### config.mk
export PLATFORM = sky130hd
export DESIGN_NAME = dtm_dmi_dr
export DESIGN_NICKNAME = d
export VERILOG_FILES = /design/src/rtl/dtm_dmi_dr.sv
export SDC_FILE = /design/constraint.sdc
export NUM_CORES = 1
export LEC_CHECK = 0
export CORE_MARGIN = 5
export CORE_UTILIZATION = 35
export DETAILED_ROUTE_END_ITERATION = 16
export GPL_TIMING_DRIVEN = 0
export PLACE_DENSITY = 0.58
export SYNTH_ARGS = -nofsm -noshare
export SYNTH_HDL_FRONTEND = slang
export SYNTH_SLANG_ARGS = --single-unit
### constraint.sdc
create_clock -name tclk -period 1.92 [get_ports tclk]
set_input_delay 0.384 -clock tclk [delete_from_list [all_inputs] [get_ports tclk]]
set_output_delay 0.384 -clock tclk [all_outputs]
set_load 0.05 [all_outputs]
### src/rtl/dtm_dmi_dr.sv
// dtm_dmi_dr: JTAG DTMCS/DMI data-register stage bridging Update-DR scans to a single-outstanding DMI request port
package jtag;
    typedef enum logic [3:0] {
        TEST_LOGIC_RESET, RUN_TEST_IDLE, SELECT_DR_SCAN, CAPTURE_DR,
        SHIFT_DR, EXIT1_DR, PAUSE_DR, EXIT2_DR, UPDATE_DR,
        SELECT_IR_SCAN, CAPTURE_IR, SHIFT_IR, EXIT1_IR, PAUSE_IR,
        EXIT2_IR, UPDATE_IR
    } jtag_state_t;
endpackage

module dtm_dmi_dr #(
    parameter int ABITS       = 7,
    parameter int IDLE_CYCLES = 1
) (
    input  logic               tclk,
    input  logic               trst,
    input  jtag::jtag_state_t  state,
    input  logic               ir_dmi,
    input  logic               ir_dtmcs,
    input  logic               tdi,
    output logic               dr_tdo,
    output logic               dmi_req_valid,
    input  logic               dmi_req_ready,
    output logic [ABITS-1:0]   dmi_req_addr,
    output logic [31:0]        dmi_req_data,
    output logic [1:0]         dmi_req_op,
    input  logic               dmi_resp_valid,
    output logic               dmi_resp_ready,
    input  logic [31:0]        dmi_resp_data,
    input  logic [1:0]         dmi_resp_op
);
    localparam int W = ABITS + 34;
    localparam int N = (W > 32) ? W : 32;
    localparam logic [5:0] ABITS_F = 6'(ABITS);
    localparam logic [2:0] IDLE_F  = 3'(IDLE_CYCLES);

    typedef enum logic [1:0] {IDLE, REQ, WAIT} fsm_t;

    fsm_t             fsm;
    logic [N-1:0]     shift_q;
    logic [ABITS-1:0] addr_q;
    logic [31:0]      data_q;
    logic [1:0]       err_q;
    logic [N-1:0]     cap_dtm, cap_dmi, sh_dtm, sh_dmi;
    logic [1:0]       opstat;
    logic             is_cap, is_upd, busy, dmi_go;

    assign dr_tdo         = shift_q[0];
    assign dmi_resp_ready = 1'b1;
    assign is_cap         = state == jtag::CAPTURE_DR;
    assign is_upd         = state == jtag::UPDATE_DR;
    assign busy           = fsm != IDLE;
    assign opstat         = (err_q != 2'd0) ? err_q : (busy ? 2'd3 : 2'd0);
    assign dmi_go         = ir_dmi && is_upd && (shift_q[1:0] == 2'd1 || shift_q[1:0] == 2'd2) && err_q == 2'd0;

    // capture images and one-bit shift images for both registers
    always_comb begin
        cap_dtm        = '0;
        cap_dtm[31:0]  = {14'b0, 2'b0, 1'b0, IDLE_F, err_q, ABITS_F, 4'd1};
        cap_dmi        = '0;
        cap_dmi[W-1:0] = {addr_q, data_q, opstat};
        sh_dtm         = shift_q >> 1;
        sh_dtm[31]     = tdi;
        sh_dmi         = shift_q >> 1;
        sh_dmi[W-1]    = tdi;
    end

    // shift register: capture on Capture-DR, shift toward tdo on Shift-DR
    always_ff @(posedge tclk or negedge trst) begin
        if (!trst)
            shift_q <= '0;
        else if (state == jtag::TEST_LOGIC_RESET)
            shift_q <= '0;
        else if (ir_dmi || ir_dtmcs) begin
            if (is_cap)
                shift_q <= ir_dtmcs ? cap_dtm : cap_dmi;
            else if (state == jtag::SHIFT_DR)
                shift_q <= ir_dtmcs ? sh_dtm : sh_dmi;
        end
    end

    // request/response FSM, sticky error and the registered request payload
    always_ff @(posedge tclk or negedge trst) begin
        if (!trst) begin
            fsm           <= IDLE;
            dmi_req_valid <= 1'b0;
            dmi_req_addr  <= '0;
            dmi_req_data  <= '0;
            dmi_req_op    <= '0;
            addr_q        <= '0;
            data_q        <= '0;
            err_q         <= '0;
        end else if (state == jtag::TEST_LOGIC_RESET) begin
            fsm           <= IDLE;
            dmi_req_valid <= 1'b0;
            err_q         <= '0;
        end else begin
            case (fsm)
                REQ: if (dmi_req_ready) begin
                    dmi_req_valid <= 1'b0;
                    fsm           <= WAIT;
                end
                WAIT: if (dmi_resp_valid) begin
                    data_q <= dmi_resp_data;
                    fsm    <= IDLE;
                    if (dmi_resp_op == 2'd2 && err_q == 2'd0)
                        err_q <= 2'd2;
                end
                default: ;
            endcase
            if (ir_dmi && is_cap && busy && err_q == 2'd0)
                err_q <= 2'd3;
            if (ir_dtmcs && is_upd && (shift_q[16] || shift_q[17]))
                err_q <= 2'd0;
            if (ir_dtmcs && is_upd && shift_q[17]) begin
                fsm           <= IDLE;
                dmi_req_valid <= 1'b0;
            end
            if (dmi_go && busy)
                err_q <= 2'd3;
            if (dmi_go && !busy) begin
                dmi_req_valid <= 1'b1;
                dmi_req_addr  <= shift_q[W-1:34];
                dmi_req_data  <= shift_q[33:2];
                dmi_req_op    <= shift_q[1:0];
                addr_q        <= shift_q[W-1:34];
                fsm           <= REQ;
            end
        end
    end
endmodule

==> run_results.csv, run 1 <==
group,metric,value,unit
logic_synthesis,yosysMostFrequentCell,"dfrtp_1",
sta,slew_viol_final,0,
logic_synthesis,ys_seq_elements,119,
drt,ant_nets,0,
floorplan,std_cell_rows,44,
cts,clock-root-buffer,"clkbuf_16",
place,routabilityCongestion,0.8240,
worst_hold_path,hold-path-endpoint,"shift_q[5]",
logic_synthesis,syn_inst,438,
critical_path,r2r-start,"fsm[1]",
logic_synthesis,seq_area_frac_synth,56.60,%
critical_path,cp_num_buf_inv,2,
logic_synthesis,synth_enable_flop_cells,0,
logic_synthesis,synth_fp_nets,483,
sta,slew_headroom,57.81,%
floorplan,ios,89,
critical_path,cp-start-kind,"flop",
cts,cts_buffer_depth,2,
critical_path,crit_slowest_cell,"dfrtp_1",
global_route,grt_pass1_vias,4159,
power,ir_drop,0.6637,mV
place,numPlacedInstances,707,
critical_path,crit_arrival,2.16,ns
logic_synthesis,syn-cell-area,5261,um2
drt,wl,13.69,mm
power,p_per_area,960.1,nW/um2
critical_path,critPathCaptureType,"flop",
drt,drc,0,
finish,seq_area,2979,um2
floorplan,die_x,132.6,um
critical_path,crit_type,"flop to flop",
drt,avgRoutedWirePerCell,18.42,um
floorplan,die_area,17580,um2
cts,cts_htree_levels,4,
power,leakagePower,3.348,nW
critical_path,worst_path_largest_cell_delay,0.41,ns
critical_path,rr_endpoint,"dmi_req_data[23]",
sta,finalClockSkew,0.02765,ns
critical_path,crit_chain,"or2_2 -> nor4_4 -> buf_6 -> buf_8 -> mux2_2",
critical_path,reg2reg_slack,0.05,ns
sta,hold-worst-slack,0.4854,ns
drt,via_per_inst,5.221,
logic_synthesis,synth_area_leaders,"dfrtp_1 (57%), mux2_2 (15%), o31ai_1 (4.7%)",
floorplan,coreArea,14640,um2
worst_hold_path,min_path_type,"primary input to flop",
cts,clk_latency,0.43,ns
logic_synthesis,yosysUniqueCellTypes,42,
cts,clk_pin_slew,0.06,ns
finish,multiInputGateArea,2133,um2
logic_synthesis,synth_top_area_share,56.60,%
logic_synthesis,avgSynthCellArea,12.01,um2
sta,grt_setup_unrepaired,"no",
logic_synthesis,synthArstFlopShare,100.0,%
sta,tightest_slew,0.6328,ns
critical_path,crit_fanout,10,
critical_path,critical_path.top_delay_family,"simple AND/OR/NAND/NOR gates",
critical_path,crit_start,"fsm[1]",
cts,cts_tree,"built",
finish,syn_to_final_growth,33.60,%
place,io_buffers,84,
sta,setup_viol_count_final,0,
finish,drive_above_1_share,26.34,%
drt,vias,3879,
floorplan,die_height,132.6,um
sta,finalCriticalPeriod,1.865,ns
global_route,globalRouteOverflowTotal,0,
logic_synthesis,yosysWarnings,0,
drt,first_pass_iters,4,
status,status,"finished, final reports clean",
sta,hold_violations,0,
job,cap_viol_max_count,0,
place,postPlaceCellArea,6384,um2
global_route,grt_max_degree,62,
global_route,track_usage,16.34,%
logic_synthesis,ys.flop_type,"dfrtp_1",
critical_path,rr_worst_depth,5,
global_route,antenna_found_initial,1,
floorplan,initial_core_util,35.93,%
cts,numClockSinks,119,
drt,drtIter0Drc,260,
finish,n_fill_cell,1339,
logic_synthesis,synth.largest_area_cell,"dfrtp_1",
critical_path,worstPathRequired,2.21,ns
worst_hold_path,hold_start,"state[0]",
finish,instances_no_fill,743,
global_route,grt_first_pass_wirelength,22.49,mm
logic_synthesis,ys_top_cells_by_count,"dfrtp_1 (119), mux2_2 (71), nand2_1 (47), a21oi_1 (35), o31ai_1 (33)",
cts,cts_made_buffers,17,
power,p_total,6.749,mW
place,place_hpwl,9.380,mm
worst_hold_path,hold_depth,4,
sta,max_freq,0.5361,GHz
finish,nNetsFinal,590,
finish,design_area,7029,um2
sta,fin_crit_sh,97.15,%
-- layer usage --
metal | vias up | global-route usage, % | routed length, um
met5 | - | 0 | 0
met4 | 0 | 7.794 | 235
met3 | 13 | 4.252 | 778
met2 | 106 | 25.87 | 6673
met1 | 1937 | 20.94 | 5997
li1 | 1823 | - | -
-- cell families after synthesis --
group | share of synthesized area, %
multiplexers | 16.22
AND/OR/NAND/NOR | 11.61
other | 0.07128
AO/OA/AOI/OAI | 11.80
XOR/XNOR | 0.1665
flip-flops | 56.60
buffers and inverters | 3.543
-- report_power, final --
part           total (mW)  internal [mW]  switching, mW
clock                3.18           2.05           1.12
sequential           2.85           2.71          0.143
combinational       0.719          0.326          0.392
total                6.75           5.09           1.66
-- worst max path at each step --
stage / depth (start not counted) / endpoint
after floorplan: 5 / addr_q[6]
after global placement: 1 / data_q[1]
after detailed placement: 5 / shift_q[40]
after CTS: 7 / data_q[27]
after global routing: 7 / shift_q[8]
final: 5 / dmi_req_data[23]
-- area by class of cell --
class / count / area share [%]
Antenna cell: 1 / 0.03560
Buffer: 37 / 3.364
Clock buffer: 18 / 6.248
Clock inverter: 14 / 2.243
Inverter: 2 / 0.1068
Multi-Input combinational cell: 280 / 30.35
Sequential cell: 119 / 42.38
Tap cell: 184 / 3.275
Timing Repair Buffer: 88 / 12.00
-- layout by cell type, fill, tap and decap left out, drive strengths merged, types with 2 or more instances in the layout --
master           n
a21boi           2
a21oi           35
clkinvlp         2
o31ai           33
clkbuf          44
o21ai            4
a31oi            2
a31o             2
nor3             6
nand2           47
nor4             2
bufinv           3
mux2i            2
a22o             2
a21o             2
inv              2
buf             15
clkdlybuf4s50   39
nor2            10
dfrtp          119
nand3b           3
clkinv           9
nor3b           32
o41ai            6
mux2            74
dlygate4sd2     44
-- state kept, by name, summed over array words and instances, names as in the netlist --
register and flops:
shift_q 41, data_q 32, dmi_req_data 32, addr_q 7, dmi_req_op 2, err_q 2, fsm 2, dmi_req_valid 1
-- what timing repair did --
| action | CTS | global route |
|---|---|---|
| endpoints found under the hold margin | 58 | 0 |
| setup buffers | 2 | 0 |
| pin swaps | 1 | 0 |
| endpoints found under the setup margin | 156 | 104 |
| gates resized for setup | 64 | 17 |
| hold buffers | 1 | 0 |
-- per-stage QoR --
step | setup TNS [ns] | util [%] | setup WS, ns
finish | 0 | 48.00 | 0.05465
global route | 0 | 48.00 | 0.001745
CTS | 0 | 47.79 | 0.0005063
detailed placement | -77.34 | 43.59 | -0.8096
global placement | -569.23 | 43.40 | -4.149
floorplan | -2.452 | - | -0.06564
-- worst register-to-register path: stages, from the launching register on --
cell     delay [ns]
dfrtp_1        0.41
or2_2          0.35
nor4_4         0.29
buf_6          0.18
buf_8          0.16
mux2_2         0.35
(Power assumes the default switching activity.)
==> run 2: changes to the inputs <==
- CORE_UTILIZATION: 35 -> 48
- PLACE_DENSITY: 0.58 -> 0.75
==> run 2 against run 1 <==
First-iteration DRC count is 7.7% lower; clock skew down 0.020 ns; via count grew 2.8%; flip-flop and latch count stayed put; clock-buffer cell count down 1; non-clock buffer count increased by 2; combinational power increased by 0.8%; sequential share of layout area grew 0.70 points; register-to-register slack improved by 0.05 ns; maximum frequency is 1.3% lower; critical endpoint is now dr_tdo; highest routed layer unchanged.
==> run_results.csv, run 2 (synthesis results as in run 1) <==
group,metric,value,unit
sta,fin_crit_sh,98.41,%
critical_path,crit_chain,"dlygate4sd2_1",
finish,top_regs,"shift_q x41, data_q x32, dmi_req_data x32",
critical_path,worstPathRequired,1.54,ns
critical_path,r2r-start,"shift_q[0]",
global_route,grt_first_pass_wirelength,21.62,mm
drt,first_pass_iters,4,
cts,cts_buffer_depth,2,
sta,slew_headroom,55.92,%
sta,tightest_slew,0.6518,ns
drt,ant_nets,0,
sta,max_freq,0.5293,GHz
power,ir_drop,0.6637,mV
drt,m1WireLength,5.523,mm
sta,finalClockSkew,0.007967,ns
sta,setup_tns,0,ns
drt,vias,3988,
sta,slew_viol_final,0,
cts,clk_pin_slew,0.06,ns
floorplan,std_cell_rows,38,
place,place_hpwl,9.057,mm
finish,n_fill_cell,821,
power,leakagePower,3.310,nW
critical_path,crit_arrival,1.51,ns
place,numPlacedInstances,663,
sta,finalWorstSetupSlack,0.03062,ns
cts,clk_latency,0.51,ns
worst_hold_path,min_path_type,"primary input to asynchronous set/reset pin",
floorplan,die_area,13150,um2
global_route,grt_max_degree,63,
finish,syn_to_final_growth,31.37,%
cts,cts_htree_levels,4,
drt,avgRoutedWirePerCell,18.80,um
sta,grt_setup_unrepaired,"yes",
critical_path,crit_type,"flop to output pin",
sta,hold_violations,0,
finish,insertedDiodeCount,0,
power,p_per_area,938.6,nW/um2
global_route,antenna_found_initial,0,
floorplan,coreArea,10790,um2
critical_path,critical_path.top_delay_family,"buffers and inverters",
global_route,track_usage,21.13,%
finish,nNetsFinal,592,
critical_path,critPathCaptureType,"output pin",
finish,instances_no_fill,700,
drt,met2_length,6.656,mm
cts,cts_tree,"built",
floorplan,initial_core_util,48.75,%
finish,layout_commonest_cell,"dfrtp_1",
critical_path,crit_fanout,4,
finish,largest_register_ffs,41,
floorplan,die_height,114.7,um
critical_path,reg2reg_slack,0.10,ns
floorplan,ios,89,
drt,wl,13.16,mm
job,cap_viol_max_count,0,
drt,top_layer_used,"met4",
drt,via_per_inst,5.697,
finish,drive_above_1_share,25.89,%
critical_path,crit_slowest_cell,"dlygate4sd2_1",
critical_path,rr_endpoint,"dmi_req_data[28]",
drt,drtIter0Drc,240,
critical_path,rr_worst_depth,6,
place,io_buffers,84,
drt,met3_length,627,um
critical_path,cp-start-kind,"flop",
global_route,grt_pass1_vias,4221,
place,routabilityCongestion,0.8840,
cts,numClockSinks,119,
critical_path,worst_path_largest_cell_delay,0.60,ns
cts,clock-root-buffer,"clkbuf_8",
sta,finalCriticalPeriod,1.889,ns
drt,drc,0,
power,p_total,6.487,mW
cts,cts_made_buffers,17,
floorplan,die_x,114.7,um
status,status,"finished, final reports clean",
place,post-place-ws,-0.7874,ns
finish,largest-register,"shift_q",
sta,setup_viol_count_final,0,
global_route,globalRouteOverflowTotal,0,
finish,layout_common_cells,"dfrtp_1 (119), mux2_2 (71), nand2_1 (47), dlygate4sd2_1 (44), clkdlybuf4s50_1 (39)",
critical_path,cp_num_buf_inv,1,
[run 2: power breakdown]
group / internal, mW / switching [mW]
combinational: 0.327 / 0.398
sequential: 2.71 / 0.157
clock: 1.71 / 1.18
total: 4.75 / 1.74
[run 2: layout make-up]
type	count	area, um2	area share (%)
Tap cell	140	175.2	2.534
Buffer	37	229.0	3.313
Multi-Input combinational cell	280	2120	30.67
Inverter	2	7.507	0.1086
Clock buffer	17	414.1	5.992
Timing Repair Buffer	90	858.3	12.42
Sequential cell	119	2978	43.08
Clock inverter	15	130.1	1.883
[run 2: worst max-delay path by stage]
stage / from / end / slack [ns] / depth (start not counted)
finish: shift_q[0] / dr_tdo / 0.03 / 1
global route: shift_q[0] / dmi_req_data[28] / -0.02 / 6
CTS: shift_q[0] / dr_tdo / 0.006 / 1
detailed placement: state[2] / dmi_req_data[23] / -0.79 / 5
global placement: trst / data_q[16] / -4.00 / 1
floorplan: state[0] / addr_q[6] / -0.07 / 5
[run 2: routing by layer]
metal,vias up,track usage [%]
li1,1807,-
met1,2018,26.88
met2,134,35.04
met3,29,5.603
met4,0,7.277
met5,-,0
[run 2: through the flow]
| step | util, % | cell area, um2 | hold WS (ns) |
|---|---|---|---|
| floorplan | - | 5284 | 0.08841 |
| global placement | 58.37 | 6300 | 0.4853 |
| detailed placement | 58.64 | 6329 | 0.3894 |
| CTS | 63.63 | 6868 | 0.4076 |
| global route | 64.04 | 6912 | 0.4399 |
| finish | 64.04 | 6912 | 0.4161 |
[run 2: repair_timing]
action | CTS | global route
resized for setup | 58 | 16
pin swaps | 1 | 3
hold buffers | 1 | 0
endpoints found under the hold margin | 57 | 0
setup endpoints to repair | 154 | 90
setup buffers | 2 | 2
